--- config.mk ---
export PLATFORM = sky130hd
export DESIGN_NAME = alu1_rr_arbiter_flat
export DESIGN_NICKNAME = d
export VERILOG_FILES = /design/src/rtl/alu1_rr_arbiter_if.sv /design/src/rtl/alu1_rr_arbiter.sv /design/src/flat_wrapper.sv
export SDC_FILE = /design/constraint.sdc
export NUM_CORES = 1
export LEC_CHECK = 0
export CAP_MARGIN = 40
export CORE_AREA = 2 2 319 321
export CTS_CLUSTER_DIAMETER = 80
export DETAILED_ROUTE_END_ITERATION = 6
export DIE_AREA = 0 0 321 323
export SYNTH_ARGS = -nofsm -noshare
export SYNTH_HDL_FRONTEND = slang
export SYNTH_SLANG_ARGS = --single-unit
--- constraint.sdc ---
create_clock -name clk -period 5.2 [get_ports clk]
set_input_delay 0.52 -clock clk [delete_from_list [all_inputs] [get_ports clk]]
set_output_delay 0.52 -clock clk [all_outputs]
set_load 0.1 [all_outputs]
--- src/rtl/alu1_rr_arbiter_if.sv ---
// Requester-side bus of alu1_rr_arbiter: packed per-requester command/operand
// lanes plus shared result lanes. rsp_err exists only with ALU1_ARB_CMD_CHECK_EN.
interface alu1_rr_arbiter_if #(
  parameter int WIDTH     = 64,
  parameter int NR_REQ    = 4,
  parameter int CMD_WIDTH = 4
);
  logic [NR_REQ-1:0]           req_valid;
  logic [NR_REQ-1:0]           req_ready;
  logic [NR_REQ*CMD_WIDTH-1:0] req_cmd;
  logic [NR_REQ*WIDTH-1:0]     req_in1;
  logic [NR_REQ*WIDTH-1:0]     req_in2;
  logic [NR_REQ-1:0]           rsp_valid;
  logic [NR_REQ-1:0]           rsp_ready;
  logic [WIDTH-1:0]            rsp_out;
  logic                        rsp_co;
`ifdef ALU1_ARB_CMD_CHECK_EN
  logic                        rsp_err;

  modport master (
    output req_valid, req_cmd, req_in1, req_in2, rsp_ready,
    input  req_ready, rsp_valid, rsp_out, rsp_co, rsp_err
  );
  modport slave (
    input  req_valid, req_cmd, req_in1, req_in2, rsp_ready,
    output req_ready, rsp_valid, rsp_out, rsp_co, rsp_err
  );
`else
  modport master (
    output req_valid, req_cmd, req_in1, req_in2, rsp_ready,
    input  req_ready, rsp_valid, rsp_out, rsp_co
  );
  modport slave (
    input  req_valid, req_cmd, req_in1, req_in2, rsp_ready,
    output req_ready, rsp_valid, rsp_out, rsp_co
  );
`endif
endinterface

--- src/rtl/alu1_rr_arbiter.sv ---
// Round-robin sharing of one combinational Alu1 among NR_REQ requesters.
// Optional ALU1_ARB_CMD_CHECK_EN flags unsupported commands on rsp_err.
module alu1_rr_arbiter #(
  parameter int WIDTH     = 64,
  parameter int NR_REQ    = 4,
  parameter int CMD_WIDTH = 4
) (
  input  logic                 clk,
  input  logic                 rst_n,
  alu1_rr_arbiter_if.slave     bus,
  output logic [CMD_WIDTH-1:0] alu_cmd,
  output logic [WIDTH-1:0]     alu_in1,
  output logic [WIDTH-1:0]     alu_in2,
  input  logic [WIDTH-1:0]     alu_out,
  input  logic                 alu_co,
  output logic [1:0]           dbg_state_o
);
  localparam int PTR_W = $clog2(NR_REQ);
  localparam logic [PTR_W-1:0]  LAST_IDX = PTR_W'(NR_REQ - 1);
  localparam logic [NR_REQ-1:0] ONE_HOT0 = {{(NR_REQ-1){1'b0}}, 1'b1};

  typedef enum logic [1:0] {IDLE = 2'd0, EXEC = 2'd1, RESP = 2'd2} state_e;

  state_e                 state_q, state_d;
  logic [PTR_W-1:0]       ptr_q, gnt_q;
  logic [CMD_WIDTH-1:0]   alu_cmd_q;
  logic [WIDTH-1:0]       alu_in1_q, alu_in2_q, rsp_out_q;
  logic                   rsp_co_q;
  logic                   win_found;
  logic [PTR_W-1:0]       win_idx;
  logic [PTR_W-1:0]       idx_l;
  int                     idx_v;

  // Handshakes: a transfer happens on a rising edge where valid and ready are
  // both high; ready never waits on anything but arbiter state and req_valid.

  // Winner search starts at ptr_q and wraps modulo NR_REQ.
  always_comb begin
    win_found = 1'b0;
    win_idx   = '0;
    idx_v     = 0;
    idx_l     = '0;
    for (int i = 0; i < NR_REQ; i++) begin
      idx_v = int'(ptr_q) + i;
      if (idx_v >= NR_REQ) idx_v = idx_v - NR_REQ;
      idx_l = PTR_W'(idx_v);
      if (!win_found && bus.req_valid[idx_l]) begin
        win_found = 1'b1;
        win_idx   = idx_l;
      end
    end
  end

  always_ff @(posedge clk or negedge rst_n) begin
    if (!rst_n) state_q <= IDLE;
    else        state_q <= state_d;
  end

  always_comb begin
    state_d = state_q;
    case (state_q)
      IDLE:    if (win_found) state_d = EXEC;
      EXEC:    state_d = RESP;
      RESP:    if (bus.rsp_ready[gnt_q]) state_d = IDLE;
      default: state_d = IDLE;
    endcase
  end

  always_comb begin
    bus.req_ready = '0;
    bus.rsp_valid = '0;
    if (state_q == IDLE && win_found) bus.req_ready = ONE_HOT0 << win_idx;
    if (state_q == RESP)              bus.rsp_valid = ONE_HOT0 << gnt_q;
  end

`ifdef ALU1_ARB_CMD_CHECK_EN
  localparam logic [CMD_WIDTH-1:0] ALU1_NR_COMMANDS = CMD_WIDTH'(12);
  logic cmd_bad_q, rsp_err_q;
  logic [CMD_WIDTH-1:0] win_cmd;

  assign win_cmd = bus.req_cmd[win_idx*CMD_WIDTH +: CMD_WIDTH];

  always_ff @(posedge clk or negedge rst_n) begin
    if (!rst_n) begin
      cmd_bad_q <= 1'b0;
      rsp_err_q <= 1'b0;
    end else begin
      if (state_q == IDLE && win_found) cmd_bad_q <= (win_cmd >= ALU1_NR_COMMANDS);
      if (state_q == EXEC)              rsp_err_q <= cmd_bad_q;
    end
  end

  assign bus.rsp_err = rsp_err_q;
`endif

  always_ff @(posedge clk or negedge rst_n) begin
    if (!rst_n) begin
      ptr_q     <= '0;
      gnt_q     <= '0;
      alu_cmd_q <= '0;
      alu_in1_q <= '0;
      alu_in2_q <= '0;
      rsp_out_q <= '0;
      rsp_co_q  <= 1'b0;
    end else begin
      if (state_q == IDLE && win_found) begin
        alu_cmd_q <= bus.req_cmd[win_idx*CMD_WIDTH +: CMD_WIDTH];
        alu_in1_q <= bus.req_in1[win_idx*WIDTH +: WIDTH];
        alu_in2_q <= bus.req_in2[win_idx*WIDTH +: WIDTH];
        gnt_q     <= win_idx;
        ptr_q     <= (win_idx == LAST_IDX) ? '0 : win_idx + PTR_W'(1);
      end
      if (state_q == EXEC) begin
`ifdef ALU1_ARB_CMD_CHECK_EN
        // Unsupported commands return a clean zero result instead of ALU noise.
        rsp_out_q <= cmd_bad_q ? '0 : alu_out;
        rsp_co_q  <= cmd_bad_q ? 1'b0 : alu_co;
`else
        rsp_out_q <= alu_out;
        rsp_co_q  <= alu_co;
`endif
      end
    end
  end

  assign alu_cmd     = alu_cmd_q;
  assign alu_in1     = alu_in1_q;
  assign alu_in2     = alu_in2_q;
  assign bus.rsp_out = rsp_out_q;
  assign bus.rsp_co  = rsp_co_q;
  assign dbg_state_o = state_q;
endmodule

--- src/flat_wrapper.sv ---
// flat-port wrapper written by rule: the top's interface ports become plain ports
module alu1_rr_arbiter_flat 
#(
  parameter int WIDTH     = 64,
  parameter int NR_REQ    = 4,
  parameter int CMD_WIDTH = 4
)
  (clk, rst_n, alu_cmd, alu_in1, alu_in2, alu_out, alu_co, dbg_state_o, bus_req_valid, bus_req_cmd, bus_req_in1, bus_req_in2, bus_rsp_ready, bus_req_ready, bus_rsp_valid, bus_rsp_out, bus_rsp_co);
  alu1_rr_arbiter_if #(.WIDTH(WIDTH), .NR_REQ(NR_REQ), .CMD_WIDTH(CMD_WIDTH)) bus_i ();
  input  logic clk;
  input  logic rst_n;
  output logic [CMD_WIDTH-1:0] alu_cmd;
  output logic [WIDTH-1:0] alu_in1;
  output logic [WIDTH-1:0] alu_in2;
  input  logic [WIDTH-1:0] alu_out;
  input  logic alu_co;
  output logic [1:0] dbg_state_o;
  input wire logic [$bits(bus_i.req_valid)-1:0] bus_req_valid;
  input wire logic [$bits(bus_i.req_cmd)-1:0] bus_req_cmd;
  input wire logic [$bits(bus_i.req_in1)-1:0] bus_req_in1;
  input wire logic [$bits(bus_i.req_in2)-1:0] bus_req_in2;
  input wire logic [$bits(bus_i.rsp_ready)-1:0] bus_rsp_ready;
  output wire logic [$bits(bus_i.req_ready)-1:0] bus_req_ready;
  output wire logic [$bits(bus_i.rsp_valid)-1:0] bus_rsp_valid;
  output wire logic [$bits(bus_i.rsp_out)-1:0] bus_rsp_out;
  output wire logic [$bits(bus_i.rsp_co)-1:0] bus_rsp_co;
  assign bus_i.req_valid = bus_req_valid;
  assign bus_i.req_cmd = bus_req_cmd;
  assign bus_i.req_in1 = bus_req_in1;
  assign bus_i.req_in2 = bus_req_in2;
  assign bus_i.rsp_ready = bus_rsp_ready;
  assign bus_req_ready = bus_i.req_ready;
  assign bus_rsp_valid = bus_i.rsp_valid;
  assign bus_rsp_out = bus_i.rsp_out;
  assign bus_rsp_co = bus_i.rsp_co;
  alu1_rr_arbiter #(.WIDTH(WIDTH), .NR_REQ(NR_REQ), .CMD_WIDTH(CMD_WIDTH)) u_core (.clk(clk), .rst_n(rst_n), .bus(bus_i), .alu_cmd(alu_cmd), .alu_in1(alu_in1), .alu_in2(alu_in2), .alu_out(alu_out), .alu_co(alu_co), .dbg_state_o(dbg_state_o));
endmodule
# After elaboration in Yosys (flattened, before gate mapping)
# Cells that the tools add are included.
classes:
  n_addsub: 8
  n_mul: 0
  div_mod_pow: 0
  magnitude_cmp: 9
  n_eq_ne: 5
  shift: 5
  n_mux: 28
  bitwise_logic: 0
  n_reduce_logical: 9
ops:
  columns: ["op", "n"]
  rows:
  - ["indexed part select 256 x 9 -> 64 bit", 2]
  - ["two-way mux 2 bit", 11]
  - ["indexed part select 16 x 5 -> 4 bit", 1]
  - ["less-than comparator 2 x 3 -> 1 bit, second input constant", 5]
  - ["binary-select mux 1 bit (select 2 bit)", 5]
  - ["greater-or-equal comparator 3 bit, second input constant", 3]
  - ["two-way mux 1 bit", 9]
  - ["two-way mux 4 bit", 2]
  - ["left shift 1 x 2 -> 4 bit, first input constant", 2]
  - ["subtractor 2 x 1 -> 2 bit, second input constant", 4]
  - ["adder 2 x 2 -> 3 bit, second input constant", 2]
  - ["case mux 2 bit (3 select lines)", 1]
  - ["== test 2 bit, second input constant", 2]
  - ["logical AND 1 bit", 4]
  - ["inequality test 2 x 1 -> 1 bit, second input constant", 2]
  - ["adder 2 x 1 -> 3 bit, second input constant", 1]
  - ["greater-or-equal comparator 2 x 3 -> 1 bit, second input constant", 1]
  - ["logical NOT 1 bit", 3]
  - ["adder 2 x 1 -> 2 bit, second input constant", 1]
  - ["== test 2 x 1 -> 1 bit, second input constant", 1]
  - ["logical NOT 2 bit", 1]
  - ["AND reduction 2 bit", 1]
word_totals:
  ff_bits: 203
  latchBits: 0
  ram_bits: 0
  mem_bits_ro: 0
  inputBits: 603
  out_inout_bits: 207
  mem_count: 0

# Longest topological paths before layout
# Gate-level depths: netlist (run 1).
logic_depth:
  ltp_word: 16
  mapped_depth: 9
  depth_no_buf: 6

# Worst setup path before layout (run 1)
# OpenSTA, ideal clock, no wires.
synth_path:
  kind: "register to output"
  from: "register u_core.state_q[1], in the netlist u_core.dbg_state_o[1]"
  to: "output port bus_rsp_valid[2]"
  arrival_ns: 3.422
  required_time_ns: 4.680
  setup_slack_ns: 1.258
  stages_incl_launch_ff: 3
  cell_sequence: "dfrtp_1 -> nand2b_1 -> nor3b_1"
synth_between:
  elab_chain_cells: 2
synth_rtl:
  columns: ["element", "line_no", "source"]
  rows:
  - ["start, declared", "alu1_rr_arbiter.sv:24", "state_e state_q, state_d;"]
  - ["start signal, assigned", "alu1_rr_arbiter.sv:56", "else state_q <= state_d;"]
  - ["== test 2 bit", "alu1_rr_arbiter.sv:73", "if (state_q == RESP) bus.rsp_valid = ONE_HOT0 << gnt_q;"]
  - ["two-way mux 4 bit", "alu1_rr_arbiter.sv:73", null]
  - ["end, declared", "flat_wrapper.sv:24", "output wire logic [$bits(bus_i.rsp_valid)-1:0] bus_rsp_valid;"]
# No other way between the ends.

# Final worst setup path (run 1)
layout_path:
  from: "register u_core.ptr_q[1]"
  to: "output port bus_req_ready[1]"
layout_between:
  elab_chain_cells: 16
  word_cells_on_any_way: 40
layout_rtl:
  columns: ["element", "line_no", "source"]
  rows:
  - ["start, declared", "alu1_rr_arbiter.sv:25", "logic [PTR_W-1:0] ptr_q, gnt_q;"]
  - ["start signal, assigned", "alu1_rr_arbiter.sv:111", "ptr_q <= (win_idx == LAST_IDX) ? '0 : win_idx + PTR_W'(1);"]
  - ["parallel branches: the longest is 15 deep, another holds adder 2 x 1 -> 3 bit", null, null]
  - ["two-way mux 4 bit (*)", "alu1_rr_arbiter.sv:72", "if (state_q == IDLE && win_found) bus.req_ready = ONE_HOT0 << win_idx;"]
  - ["end, declared", "flat_wrapper.sv:23", "output wire logic [$bits(bus_i.req_ready)-1:0] bus_req_ready;"]
# Every way passes the cells marked *. The select of a mux whose other input is x is not followed.

==> results of run 1 <==
[final cells by class]
| type | instances | area (µm²) | area share [%] |
|---|---|---|---|
| antenna | 3 | 7.51 | 0.0289 |
| clock buffer | 43 | 871 | 3.35 |
| clock inverter | 13 | 150 | 0.577 |
| inverter | 3 | 11.3 | 0.0433 |
| multi-input combinational | 630 | 5470 | 21.0 |
| sequential | 203 | 5080 | 19.5 |
| tap | 1309 | 1640 | 6.30 |
| timing repair buffer | 1022 | 12800 | 49.1 |
[cells in the mapped netlist (all sizes together)]
| library cell | number | area [µm²] |
|---|---|---|
| nor2 | 4 | 15.0 |
| a21bo | 1 | 10.0 |
| a2bb2oi | 132 | 1160 |
| mux2i | 265 | 2650 |
| buf | 51 | 325 |
| inv | 3 | 11.3 |
| nor3b | 3 | 22.5 |
| o21ai | 134 | 674 |
| mux2 | 65 | 732 |
| a221o | 1 | 10.0 |
| nor3 | 1 | 5.00 |
| or3 | 2 | 12.5 |
| and3 | 1 | 6.26 |
| mux4 | 1 | 22.5 |
| a311oi | 1 | 8.76 |
| nand2b | 3 | 18.8 |
| clkbuf | 29 | 114 |
| a21oi | 2 | 10.0 |
| a211oi | 1 | 7.51 |
| nor2b | 1 | 6.26 |
| nand2 | 8 | 30.0 |
| o221ai | 1 | 8.76 |
| dfrtp | 203 | 5080 |
| and4b | 1 | 10.0 |
| o21a | 1 | 7.51 |
| nor4 | 1 | 6.26 |
[cells by family (layout without fill, tap and decap cells)]
group / count (synthesis) / in the layout / share of synthesized area, %
compound gates: 274 / 274 / 17.3
buf+inv: 83 / 1081 / 4.11
flops: 203 / 203 / 46.3
mux: 331 / 331 / 31.1
other cells: 0 / 3 / 0
simple gates: 25 / 25 / 1.21
[critical path: stages (launching register included)]
cell,delay (ps)
dfrtp_1,450
mux2i_1,180
a221o_4,660
or3_1,450
nor2_1,230
buf_4,350
[path summary, 6_finish.rpt]
path                                           startpoint                             end  slack [ps]  depth (start not counted)
min in group clk           u_core.alu_in2[56]$_DFFE_PN0P_  u_core.alu_in2[56]$_DFFE_PN0P_         490                          2
max                           u_core.ptr_q[1]$_DFFE_PN0P_                bus_req_ready[1]        1740                          5
max in group asynchronous                           rst_n  u_core.alu_in2[18]$_DFFE_PN0P_        3690                          3
max reg2reg                   u_core.ptr_q[1]$_DFFE_PN0P_  u_core.alu_in2[26]$_DFFE_PN0P_        2250                          7
min                                                 rst_n  u_core.alu_in1[31]$_DFFE_PN0P_         390                          2
min reg2reg                u_core.alu_in2[56]$_DFFE_PN0P_  u_core.alu_in2[56]$_DFFE_PN0P_         490                          2
[cells in the final DEF, fill, tap and decap left out, types with 2 or more instances in the layout]
| cell | instances |
|---|---|
| clkbuf_1 | 7 |
| mux2i_1 | 265 |
| clkinvlp_4 | 2 |
| clkbuf_8 | 5 |
| nor2_1 | 4 |
| o21ai_0 | 15 |
| inv_1 | 2 |
| diode_2 | 3 |
| inv_6 | 3 |
| nand2b_1 | 2 |
| buf_8 | 72 |
| bufinv_16 | 2 |
| clkdlybuf4s50_1 | 796 |
| mux2_2 | 65 |
| buf_16 | 125 |
| o21ai_1 | 118 |
| buf_12 | 6 |
| clkbuf_16 | 31 |
| clkinv_2 | 4 |
| a2bb2oi_1 | 132 |
| a21oi_1 | 2 |
| dfrtp_1 | 203 |
| buf_4 | 21 |
| nor3b_1 | 3 |
| nand2_1 | 7 |
[power groups by stage]
stage / clock network, mW / registers [mW] / logic (mW)
2_1_floorplan: 0 / 8.38 / 2.92
3_3_place_gp: 0 / 2.90 / 11.6
3_5_place_dp: 0 / 2.92 / 15.6
4_1_cts: 2.24 / 2.91 / 15.7
5_1_grt: 2.29 / 3.00 / 16.1
6_report: 2.14 / 2.91 / 15.6
[sequential cells by signal, indices dropped and copies added, names as in the netlist]
name	count
u_core.alu_cmd	4
u_core.alu_in1	64
u_core.alu_in2	64
u_core.bus.rsp_co	1
u_core.bus.rsp_out	64
u_core.dbg_state_o	2
u_core.gnt_q	2
u_core.ptr_q	2
[metrics by stage]
stage	std cells	instance area, µm²	hold WS [ps]	utilization [%]
2_1_floorplan	916	11000	224	-
3_3_place_gp	2969	20400	429	20.3
3_5_place_dp	3166	25000	430	24.8
4_1_cts	3223	26000	348	25.8
5_1_grt	3225	26000	388	25.8
6_report	3226	26000	388	25.8
[routing by layer]
| layer | share of wire (%) | up-vias | GRT usage, % |
|---|---|---|---|
| li1 | - | 5444 | - |
| met1 | 40 | 5595 | 14.9 |
| met2 | 47 | 532 | 20.0 |
| met3 | 9.9 | 98 | 4.43 |
| met4 | 3.0 | 22 | 4.02 |
| met5 | 0.22 | - | 0 |
[repair_timing]
action,CTS,global route
hold endpoints to repair,33,0
resized for setup,0,0
hold buffers,1,0
endpoints found under the setup margin,0,0
==> impl_metrics.tcl, run 1 <==
set metrics [dict create \
    status "finished clean" \
    globalRouteOverflowTotal 0 \
    setup_violations 0 \
    grt_use_total_pct 12.2 \
    cp.required_ps 4680 \
    drc_errors 0 \
    routed-via-count 11700 \
    wl_per_cell_um 20.7 \
    cts_root_buf "clkbuf_16" \
    grt_first_pass_wirelength_mm 91.8 \
    syn-num-nets 1519 \
    ir_worst_vdd_mv 0.565 \
    cts_setup_buffers 0 \
    tightest_slew_ps 955 \
    yosysSeqAreaShare_pct 46.3 \
    drt_iter0_drc 504 \
    fin_total_pwr_mw 20.6 \
    tns_ps 0 \
    tritoncts "done" \
    fin_skew_ps 22.2 \
    gp_congestion 0.791 \
    startpoint_type "register" \
    postRouteAntennaNets 0 \
    vias_per_cell 3.62 \
    dr.pass1.iters 4 \
    post-route-period-util_pct 66.5 \
    ys_ff_latch 203 \
    yosysWarningCount 0 \
    synth_cell_types 32 \
    cts_buffer_depth 3 \
    dieArea_um2 104000 \
    setup_slack_ps 1740 \
    relSlewSlack_pct 36.3 \
    io_pins 810 \
    grt_pass1_vias 12700 \
    swShare_pct 50.7 \
    maxCapViolCount 0 \
    hold_viol 0 \
    start_util_pct 10.9 \
    cp_max_fo 25 \
    power_switching_mw 10.5 \
    min_period_ps 3460 \
    path_clk_slew_ps 60 \
    avgSynthCellArea_um2 12.0 \
    grt_max_degree 133 \
    clock_power_share_pct 10.4 \
    drive_above_1_share_pct 18.1 \
    io_buffers 809 \
    post-place-ws_ps 1610 \
    cts.sink_count 203 \
    hold_path_class "in2async" \
    die_y_um 323 \
    power_leakage_nw 11.0 \
    crit_type "reg2out" \
    combPwrFrac_pct 75.5 \
    coreArea_um2 101000 \
    syn_area_um2 11000 \
    rsz0062_at_grt "false" \
    h-tree-depth 1 \
    synth_cells 916 \
    p_int_mw 10.2 \
    rows 117 \
    die_x_um 321 \
    worstSkewPairLatency_ps 620 \
    antenna_found_initial 16 \
    nFillCells 10400 \
    cts_buffers 31 \
    drt_wl_total_mm 66.8 \
    power_per_cell_area_nw_per_um2 793 \
    area_delta_synth_final_pct 137 \
    p_seq_share_pct 14.1 \
    place_hpwl_mm 53.7 \
    worstPathArrival_ps 2940 \
    drv_slew 0 \
    nets 2494 \
    endpoint_kind "primary output" \
    fmax_mhz 289 \
]
(Power assumes the default switching activity.)
==> run 2: changes to the inputs <==
CORE_AREA = 2 2 314 316   (was 2 2 319 321)
DIE_AREA = 0 0 316 318   (was 0 0 321 323)
clock period = 3.62 ns   (was 5.2 ns; I/O delays follow)
==> impl_metrics.tcl, run 2 (synthesis gave the netlist of run 1 again) <==
set metrics [dict create \
    status "finished clean" \
    hold_path_class "in2async" \
    fin_area_um2 26100 \
    ir_worst_vdd_mv 0.701 \
    final_cell_mix "clkdlybuf4s50_1 (797), mux2i_1 (265), dfrtp_1 (203)" \
    nFillCells 10000 \
    p_int_mw 14.5 \
    fin_total_pwr_mw 29.6 \
    fin_skew_ps 20.6 \
    cts_buffers 29 \
    tns_ps 0 \
    power_per_cell_area_nw_per_um2 1130 \
    die_y_um 318 \
    place_hpwl_mm 52.5 \
    routed-via-count 11800 \
    drt_wl_total_mm 65.9 \
    crit_type "reg2out" \
    cts_buffer_depth 3 \
    clock_power_share_pct 9.5 \
    rows 115 \
    cts_root_buf "clkbuf_16" \
    use_met1_pct 15.1 \
    setup_violations 0 \
    ctsResizeCount 0 \
    grt_pass1_vias 12900 \
    globalRouteOverflowTotal 0 \
    h-tree-depth 1 \
    post-route-period-util_pct 84.9 \
    nets 2506 \
    hold_viol 0 \
    tritoncts "done" \
    grt_first_pass_wirelength_mm 91.7 \
    relSlewSlack_pct 41.8 \
    dieArea_um2 100000 \
    busiest_layer "met2" \
    gp_congestion 0.838 \
    worstPathArrival_ps 2710 \
    hold-worst-slack_ps 289 \
    combPwrFrac_pct 76.2 \
    cp.required_ps 3260 \
    placed_cell_area_um2 25200 \
    tightest_slew_ps 867 \
    grt_use_total_pct 12.5 \
    drc_errors 0 \
    path_clk_slew_ps 60 \
    drv_slew 0 \
    min_period_ps 3070 \
    coreArea_um2 97400 \
    grt_max_degree 129 \
    power_leakage_nw 11.0 \
    area_delta_synth_final_pct 138 \
    cts.sink_count 203 \
    met2_usage_pct 21.9 \
    p_seq_share_pct 14.3 \
    cp_max_fo 15 \
    swShare_pct 50.9 \
    endpoint_kind "primary output" \
    rsz0062_at_grt "false" \
    worstSkewPairLatency_ps 600 \
    die_x_um 316 \
    postRouteAntennaNets 0 \
    antenna_found_initial 23 \
    maxCapViolCount 0 \
    io_pins 810 \
    drive_above_1_share_pct 18.3 \
    final_common_cell "clkdlybuf4s50_1" \
    fmax_mhz 325 \
    power_switching_mw 15.1 \
    dr.pass1.iters 5 \
    fin_util_pct 26.8 \
    wl_per_cell_um 20.5 \
    io_buffers 809 \
    startpoint_type "register" \
    vias_per_cell 3.68 \
    grt_util_met3_pct 2.80 \
    start_util_pct 11.3 \
    drt_iter0_drc 455 \
]
## run 2: changes by cell type in the layout (fill, tap and decap cells not counted), sizes merged
cell / change
buf: +13
bufinv: -2
clkbuf: +1
clkdlybuf4s50: +1
diode: +2
inv: -1
clkinv: -2
## run 2: area by class of cell
type	instances	area [µm²]	share of cell area [%]
clock inverters	8	71.3	0.273
diodes	5	12.5	0.0479
well taps	1287	1610	6.17
inverters	3	11.3	0.0431
multi-input cells	630	5470	21.0
clock buffers	44	832	3.19
flip-flops and latches	203	5080	19.5
repair buffers	1036	13000	49.9
## run 2: final timing paths
kind / cells past startpoint / slack (ps) / to / startpoint
min in group clk: 2 / 370 / u_core.bus.rsp_out[22]$_DFFE_PN0N_ / alu_out[22]
hold reg to reg: 2 / 500 / u_core.alu_in1[47]$_DFFE_PN0P_ / u_core.alu_in1[47]$_DFFE_PN0P_
setup / recovery: 5 / 550 / bus_req_ready[1] / u_core.ptr_q[1]$_DFFE_PN0P_
setup reg to reg: 7 / 1010 / u_core.alu_in2[12]$_DFFE_PN0P_ / u_core.ptr_q[1]$_DFFE_PN0P_
hold / removal: 2 / 290 / u_core.bus.rsp_out[38]$_DFFE_PN0N_ / rst_n
max in group asynchronous: 3 / 2370 / u_core.alu_in1[49]$_DFFE_PN0P_ / rst_n
## run 2: metrics by stage
step	setup WS [ps]	std cells
floorplan	-164	916
global placement	694	2962
detailed placement	583	3158
CTS	475	3211
global route	386	3215
finish	547	3216
## run 2: metal layers
metal	share of wire (%)	wire, µm	up-vias
li1	-	-	5454
met1	41	26800	5728
met2	49	32500	560
met3	7.3	4830	79
met4	2.6	1700	14
met5	0.15	99	-
## run 2: what timing repair did
item | 4_1_cts | 5_1_grt
hold buffers | 1 | 0
endpoints found under the hold margin | 46 | 0
setup buffers | 0 | 0
## run 2: power by group through the flow
stage          combinational [mW]  sequential, mW  clock (mW)
2_1_floorplan                4.19            12.0           0
3_5_place_dp                 22.7            4.27           0
4_1_cts                      22.7            4.25        2.92
3_3_place_gp                 16.8            4.22           0
6_report                     22.6            4.24        2.80
5_1_grt                      23.3            4.38        3.00
## run 2: worst max-delay path: stages, from the launching register on
cell	delay (ps)
dfrtp_1	460
mux2i_1	200
a221o_4	630
or3_1	430
nor2_1	190
buf_12	200
==> run 3: changes to the inputs <==
clock period = 2.9 ns   (was 3.62 ns; I/O delays follow)
==> impl_metrics.tcl, run 3 (synthesis gave the netlist of run 1 again) <==
set metrics [dict create \
    rsz0062_at_grt "false" \
    worstPathArrival_ps 2460 \
    power_leakage_nw 9.32 \
    crit_type "reg2out" \
    status "finished clean" \
    place_hpwl_mm 51.6 \
    min_period_ps 2750 \
    relSlewSlack_pct 46.0 \
    drv_slew 0 \
    cp.required_ps 2610 \
    wl_per_cell_um 20.6 \
    endpoint_kind "primary output" \
    ir_worst_vdd_mv 0.760 \
    die_y_um 318 \
    drc_errors 0 \
    cp_max_fo 6 \
    worstSkewPairLatency_ps 600 \
    coreArea_um2 97400 \
    final_cell_mix "clkdlybuf4s50_1 (601), mux2i_1 (265), buf_4 (248)" \
    grt_util_met3_pct 3.56 \
    tritoncts "done" \
    grt_pass1_vias 11500 \
    drive_above_1_share_pct 22.4 \
    vias_per_cell 3.61 \
    fin_total_pwr_mw 29.4 \
    rows 115 \
    path_clk_slew_ps 60 \
    postRouteAntennaNets 0 \
    final_common_cell "clkdlybuf4s50_1" \
    dieArea_um2 100000 \
    grt_max_degree 136 \
    cts_buffer_depth 3 \
    cts_root_buf "clkbuf_16" \
    fin_skew_ps 20.1 \
    nets 2338 \
    placed_cell_area_um2 20400 \
    met2_usage_pct 19.8 \
    power_per_cell_area_nw_per_um2 1370 \
    start_util_pct 11.3 \
    io_buffers 809 \
    grt_use_total_pct 11.8 \
    cts.sink_count 203 \
    hold_viol 0 \
    cts_buffers 28 \
    post-route-period-util_pct 94.7 \
    grt_first_pass_wirelength_mm 85.3 \
    gp_congestion 0.819 \
    die_x_um 316 \
    routed-via-count 11000 \
    fin_area_um2 21400 \
    setup_violations 0 \
    cts_setup_buffers 0 \
    startpoint_type "register" \
    drt_iter0_drc 505 \
    use_met1_pct 14.2 \
    tightest_slew_ps 810 \
    h-tree-depth 1 \
    maxCapViolCount 0 \
    dr.pass1.iters 4 \
    fmax_mhz 364 \
    drt_wl_total_mm 63.0 \
    hold_path_class "in2reg" \
    busiest_layer "met2" \
    io_pins 810 \
    nFillCells 10600 \
    antenna_found_initial 22 \
    globalRouteOverflowTotal 0 \
    area_delta_synth_final_pct 95.6 \
]
==> run 3: cell count changes in the layout (fill, tap and decap cells not counted), moves of 8 or more <==
cell	before	now
buf_4	27	248
clkbuf_1	10	2
buf_8	70	1
buf_16	127	0
clkdlybuf4s50_1	797	601
==> run 3: final timing paths <==
path,slack (ps),endpoint,from,depth (start not counted)
min reg2reg,500,u_core.alu_in2[60]$_DFFE_PN0P_,u_core.alu_in2[60]$_DFFE_PN0P_,2
min,300,u_core.bus.rsp_out[53]$_DFFE_PN0N_,alu_out[53],2
max,150,bus_req_ready[1],u_core.ptr_q[1]$_DFFE_PN0P_,5
max in group asynchronous,1830,u_core.alu_in2[37]$_DFFE_PN0P_,rst_n,3
min in group asynchronous,310,u_core.bus.rsp_out[36]$_DFFE_PN0N_,rst_n,2
max reg2reg,570,u_core.alu_in2[6]$_DFFE_PN0P_,u_core.ptr_q[0]$_DFFE_PN0P_,7
==> run 3: per-stage QoR <==
step                      instances  setup TNS, ps  worst slack (ps)  hold slack [ps]  util, %
after global routing           3049              0              39.3              269     22.0
after detailed placement       2991              0              98.5              356     21.0
after global placement         2991              0               126              353     21.0
after CTS                      3044              0              82.7              238     22.0
final                          3052              0               154              303     22.0
after floorplan                 916          -2230              -812            -5.59        -
==> run 3: final cells by class <==
cell class                      instances  area (µm²)  share of cell area (%)
Tap cell                             1287        1610                    7.51
Multi-Input combinational cell        630        5480                    25.6
Clock buffer                           40         857                    4.00
Inverter                                3        11.3                  0.0525
Timing Repair Buffer                  869        8260                    38.5
Sequential cell                       203        5080                    23.7
Antenna cell                            8        20.0                  0.0934
Clock inverter                         12         114                   0.531
==> run 3: power by group <==
| group | internal, mW | leakage (nW) | switching [mW] | total [mW] |
|---|---|---|---|---|
| clock network | 2.15 | 0.474 | 1.51 | 3.66 |
| logic | 5.71 | 6.39 | 14.9 | 20.6 |
| registers | 4.30 | 2.46 | 0.889 | 5.19 |
==> run 3: timing repair <==
item                      4_1_cts  5_1_grt
gates resized for setup         0        0
hold endpoints to repair       69        0
hold buffers                    1        0
==> run 3: routing by layer <==
metal	vias to the layer above	wire length, µm	part of all wire, %
met5	-	72	0.11
met4	12	1960	3.1
met3	103	5600	8.9
met2	535	29900	48
met1	5240	25400	40
li1	5131	-	-
==> run 3: critical path, cell delays in order (launching register included) <==
cell,delay [ps]
dfrtp_1,450
mux2i_1,170
a221o_4,490
or3_1,410
nor2_2,160
buf_12,190
